[config.mk]
export PLATFORM = sky130hd
export DESIGN_NAME = mux
export DESIGN_NICKNAME = d
export VERILOG_FILES = /design/src/rtl/mux.sv
export SDC_FILE = /design/constraint.sdc
export NUM_CORES = 1
export LEC_CHECK = 0
export CORE_MARGIN = 4
export CORE_UTILIZATION = 35
export DETAILED_ROUTE_END_ITERATION = 10
export PLACE_DENSITY = 0.59
export SLEW_MARGIN = 20
export SYNTH_ARGS = -nofsm -noshare
export SYNTH_HDL_FRONTEND = slang
export SYNTH_SLANG_ARGS = --single-unit
[constraint.sdc]
create_clock -name clk -period 7.4 [get_ports clk]
set_input_delay 1.48 -clock clk [delete_from_list [all_inputs] [get_ports clk]]
set_output_delay 1.48 -clock clk [all_outputs]
set_load 0.005 [all_outputs]
[src/rtl/mux.sv]
// mux: sequential 8x8 multiplier producing both the unsigned and the
// two's-complement signed product of one operand pair. A fixed 10-cycle
// frame (LOAD, eight CALC steps, DONE) repeats forever. Operands are
// captured when LOAD is left. Results are published together, with a
// one-cycle done pulse.
module mux (
    input  logic        clk,
    input  logic        rst,
    input  logic [0:7]  A,
    input  logic [0:7]  B,
    output logic [0:15] Z,
    output logic [0:15] Y,
    output logic        done
);

    typedef enum logic [1:0] {
        S_LOAD = 2'd0,
        S_CALC = 2'd1,
        S_DONE = 2'd2
    } state_t;

    state_t      state;
    state_t      next_state;

    // Captured operands, held in conventional [7:0] order (bit 7 = MSB)
    logic [7:0]  a_reg;
    logic [7:0]  b_reg;
    logic [2:0]  count;

    // Unsigned accumulator: the upper half collects partial sums and the
    // lower half receives the bits shifted out
    logic [15:0] acc_u;
    // Signed Booth accumulator, handled with arithmetic shifts
    logic [15:0] acc_s;

    logic        bit_cur;
    logic        bit_prev;
    logic [8:0]  u_sum;
    logic [8:0]  s_upper;
    logic [8:0]  a_ext;
    logic [8:0]  s_sum;

    // State register; reset parks the frame in LOAD
    always_ff @(posedge clk or negedge rst) begin
        if (!rst) begin
            state <= S_LOAD;
        end else begin
            state <= next_state;
        end
    end

    // Next-state logic: LOAD -> eight CALC steps -> DONE -> LOAD
    always_comb begin
        next_state = state;
        case (state)
            S_LOAD: next_state = S_CALC;
            S_CALC: if (count == 3'd7) next_state = S_DONE;
            S_DONE: next_state = S_LOAD;
            default: next_state = S_LOAD;
        endcase
    end

    // One step of each multiplier path, computed from the current multiplier bit.
    // The 9-bit signed adder keeps the result exact for A = -128.
    always_comb begin
        bit_cur  = b_reg[count];
        bit_prev = 1'b0;
        if (count != 3'd0) begin
            bit_prev = b_reg[count - 3'd1];
        end

        u_sum = {1'b0, acc_u[15:8]} + (bit_cur ? {1'b0, a_reg} : 9'd0);

        s_upper = {acc_s[15], acc_s[15:8]};
        a_ext   = {a_reg[7], a_reg};
        case ({bit_cur, bit_prev})
            2'b01:   s_sum = s_upper + a_ext;
            2'b10:   s_sum = s_upper - a_ext;
            default: s_sum = s_upper;
        endcase
    end

    // Datapath: capture in LOAD, shift-add and Booth steps in CALC,
    // publish on the last CALC edge, and drop done when DONE is left
    always_ff @(posedge clk or negedge rst) begin
        if (!rst) begin
            a_reg <= 8'd0;
            b_reg <= 8'd0;
            count <= 3'd0;
            acc_u <= 16'd0;
            acc_s <= 16'd0;
            Z     <= 16'd0;
            Y     <= 16'd0;
            done  <= 1'b0;
        end else begin
            case (state)
                S_LOAD: begin
                    a_reg <= A;
                    b_reg <= B;
                    count <= 3'd0;
                    acc_u <= 16'd0;
                    acc_s <= 16'd0;
                end
                S_CALC: begin
                    acc_u <= {u_sum, acc_u[7:1]};
                    acc_s <= {s_sum, acc_s[7:1]};
                    count <= count + 3'd1;
                    if (count == 3'd7) begin
                        Z    <= {u_sum, acc_u[7:1]};
                        Y    <= {s_sum, acc_s[7:1]};
                        done <= 1'b1;
                    end
                end
                S_DONE: begin
                    done <= 1'b0;
                end
                default: begin
                    done <= 1'b0;
                end
            endcase
        end
    end

endmodule

==> flow_metrics.tcl <==
set metrics [dict create \
    seqCellArea_um2 2100 \
    p_seq_share_pct 40.0 \
    gp_congestion 0.827 \
    synth-seq-cells 84 \
    crit_top_cell "ha_1" \
    cts_resized 0 \
    powerDensity_nw_per_um2 348 \
    skew_ns 0.00904 \
    tns_ns 0 \
    synth_area_leaders "dfrtp_1 (50%), mux2_2 (8.3%), ha_1 (6.5%)" \
    cp-end-kind "register" \
    ys_seq_area_share_pct 50.0 \
    place_hpwl_mm 6.18 \
    r2r_slack_ns 3.39 \
    crit_slowest_cell "dfrtp_1" \
    diodes 0 \
    final_area_um2 5140 \
    synth_ff_type "dfrtp_1" \
    area_growth_pct 22.3 \
    grt_usage_pct 13.3 \
    first_iter_violations 126 \
    synth-warning-count 0 \
    synth_area_per_cell_um2 11.3 \
    hold_start "Y[8]$_DFFE_PN0P_" \
    max_stage_delay_ns 0.50 \
    clock_sinks 84 \
    drive_above_1_share_pct 14.3 \
    post-route-util_pct 44.4 \
    via_per_inst 5.15 \
    setup_violations 0 \
    synth_cell_types 41 \
    syn_nets 415 \
    clk_latency_ns 0.34 \
    p_int_mw 1.22 \
    fp-row-count 39 \
    drv_slew 0 \
    async_flop_share_pct 100 \
    grt_pass1_wl_mm 15.3 \
    postCtsHoldBufs 0 \
    grt_max_degree 85 \
    r2r_start "count[0]$_DFFE_PN0P_" \
    grt_pass1_vias 3071 \
    final_antenna_net_count 0 \
    ir_worst_vdd_uv 131 \
    power.switching_mw 0.569 \
    antenna_found_initial 0 \
    synth_edf_count 0 \
    status "finished clean" \
    combPwrFrac_pct 33.9 \
    fmax_mhz 250 \
    p_leak_nw 2.26 \
    r2r_end "acc_s[14]$_DFFE_PN0P_" \
    cts_buffer_depth 2 \
    num_io_pins 51 \
    htreeDepth 3 \
    cts_tree "built" \
    place_area_um2 4830 \
    fillers 1115 \
    min_period_ns 4.01 \
    hp-class "reg2reg" \
    cp_max_fo 8 \
    yosysTopAreaCellShare_pct 50.0 \
    reg_top3 "Y x16, Z x16" \
    relSlewSlack_pct 31.4 \
    r2r_cells 14 \
    critPathKind "reg2reg" \
    synth_cells 373 \
    fin_nets 463 \
    final_cells 569 \
    grt-ovfl-total 0 \
    cp.required_ns 7.59 \
    die_area_um2 13800 \
    port_buffers 50 \
    dieWidth_um 118 \
    dr.pass1.iters 4 \
    start_util_pct 36.3 \
    timing_hold_violations_final 0 \
    syn-cell-area_um2 4200 \
    clk_pin_slew_ns 0.07 \
    critPathLaunchType "register" \
    rsz0062_at_grt "no" \
    route.detailed.drc 0 \
    placed_cells 553 \
    cap_viol_max_count 0 \
    coreArea_um2 11600 \
    crit_chain "inv_1, ha_1, mux4_1, mux2_2, a21oi_1, ha_1, mux2i_1, ha_1, nor2b_1, o21ai_1, a21oi_1, a311oi_2, mux2i_1, o211ai_1" \
    wirelength_mm 8.81 \
    swShare_pct 31.9 \
    worst_pin_slew_ns 1.03 \
    synth_top_area_cell "dfrtp_1" \
    cts-root-buf "clkbuf_16" \
    die_y_um 118 \
    p_clk_share_pct 26.0 \
    hold_depth 2 \
    ys_top_cells_by_count "dfrtp_1 (84), nand2_1 (46), o21ai_0 (34), mux2_2 (31), ha_1 (22)" \
    min_to "Y[8]$_DFFE_PN0P_" \
    power_mw 1.79 \
    wl_per_cell_um 15.5 \
    cts_inserted_buffers 9 \
    multi_input_area_um2 1970 \
    cts_setup_buffers 0 \
    yosysMostFrequentCell "dfrtp_1" \
    min_period_over_period_pct 54.1 \
    vias 2929 \
    worstPathArrival_ns 4.20 \
]
-- worst max path at each step --
| stage | from | to | slack (ns) | cells after the start |
|---|---|---|---|---|
| finish | count[0]$_DFFE_PN0P_ | acc_s[14]$_DFFE_PN0P_ | 3.39 | 14 |
| global route | count[0]$_DFFE_PN0P_ | acc_s[14]$_DFFE_PN0P_ | 3.03 | 14 |
| CTS | count[0]$_DFFE_PN0P_ | acc_s[14]$_DFFE_PN0P_ | 3.36 | 14 |
| detailed placement | count[0]$_DFFE_PN0P_ | acc_s[14]$_DFFE_PN0P_ | 3.38 | 14 |
| global placement | count[0]$_DFFE_PN0P_ | acc_s[14]$_DFFE_PN0P_ | 3.57 | 14 |
| floorplan | count[0]$_DFFE_PN0P_ | acc_s[14]$_DFFE_PN0P_ | 3.90 | 16 |
-- power groups by stage --
stage	combinational (mW)	clock [mW]	sequential, mW
global placement	0.601	0	0.721
floorplan	0.364	0	0.703
CTS	0.615	0.477	0.717
finish	0.606	0.465	0.715
global route	0.682	0.494	0.737
detailed placement	0.611	0	0.725
-- cell families (layout without fill, tap and decap cells) --
group,after synthesis,in the layout,synth area share [%]
mux,42,42,12.8
flops,84,84,50.0
buf+inv,32,85,3.19
simple gates,83,83,9.23
compound gates,90,90,13.5
fa+ha+maj,24,24,7.50
xor+xnor,18,18,3.75
-- per-stage QoR --
step	setup slack, ns	hold WS, ns
2_1_floorplan	3.90	0.458
3_3_place_gp	3.57	0.467
3_5_place_dp	3.38	0.472
4_1_cts	3.36	0.488
5_1_grt	3.03	0.507
6_report	3.39	0.479
-- cell usage in the layout, fill, tap and decap left out, drive strengths merged, types with 6 or more instances in the layout --
cell type      synthesis  final
nor2b                  9      9
dfrtp                 84     84
xnor2                 13     13
mux2                  31     31
nand2                 46     46
a21oi                 19     19
nor3                   6      6
a22o                  17     17
ha                    22     22
nor2                  11     11
inv                   16     19
o21ai                 36     36
clkdlybuf4s50          0     49
mux2i                  7      7
clkbuf                 8      9
-- worst max-delay path, delay by kind of cell (launching register included) --
kind | cells | cell delay, ns
and+or+nand+nor | 1 | 0.13
adders and majority gates | 3 | 0.99
AOI/OAI and AO/OA | 5 | 0.96
muxes | 4 | 1.19
DFF | 1 | 0.50
buffers and inverters | 1 | 0.12
-- routing by layer --
metal  vias up  wire length [um]  global-route usage (%)
met5         -                 0                       0
met4         0               167                    4.54
met3        18               341                    3.75
met2        59              4010                    20.6
met1      1433              4300                    18.0
li1       1419                 -                       -
-- cell type report --
cell class	count	share of cell area, %
clock inverters	7	1.58
flip-flops and latches	84	40.9
multi-input cells	257	38.3
clock buffers	9	4.38
well taps	143	3.48
inverters	16	1.17
repair buffers	53	10.2
Note: power is estimated with default switching activity, not from simulation.
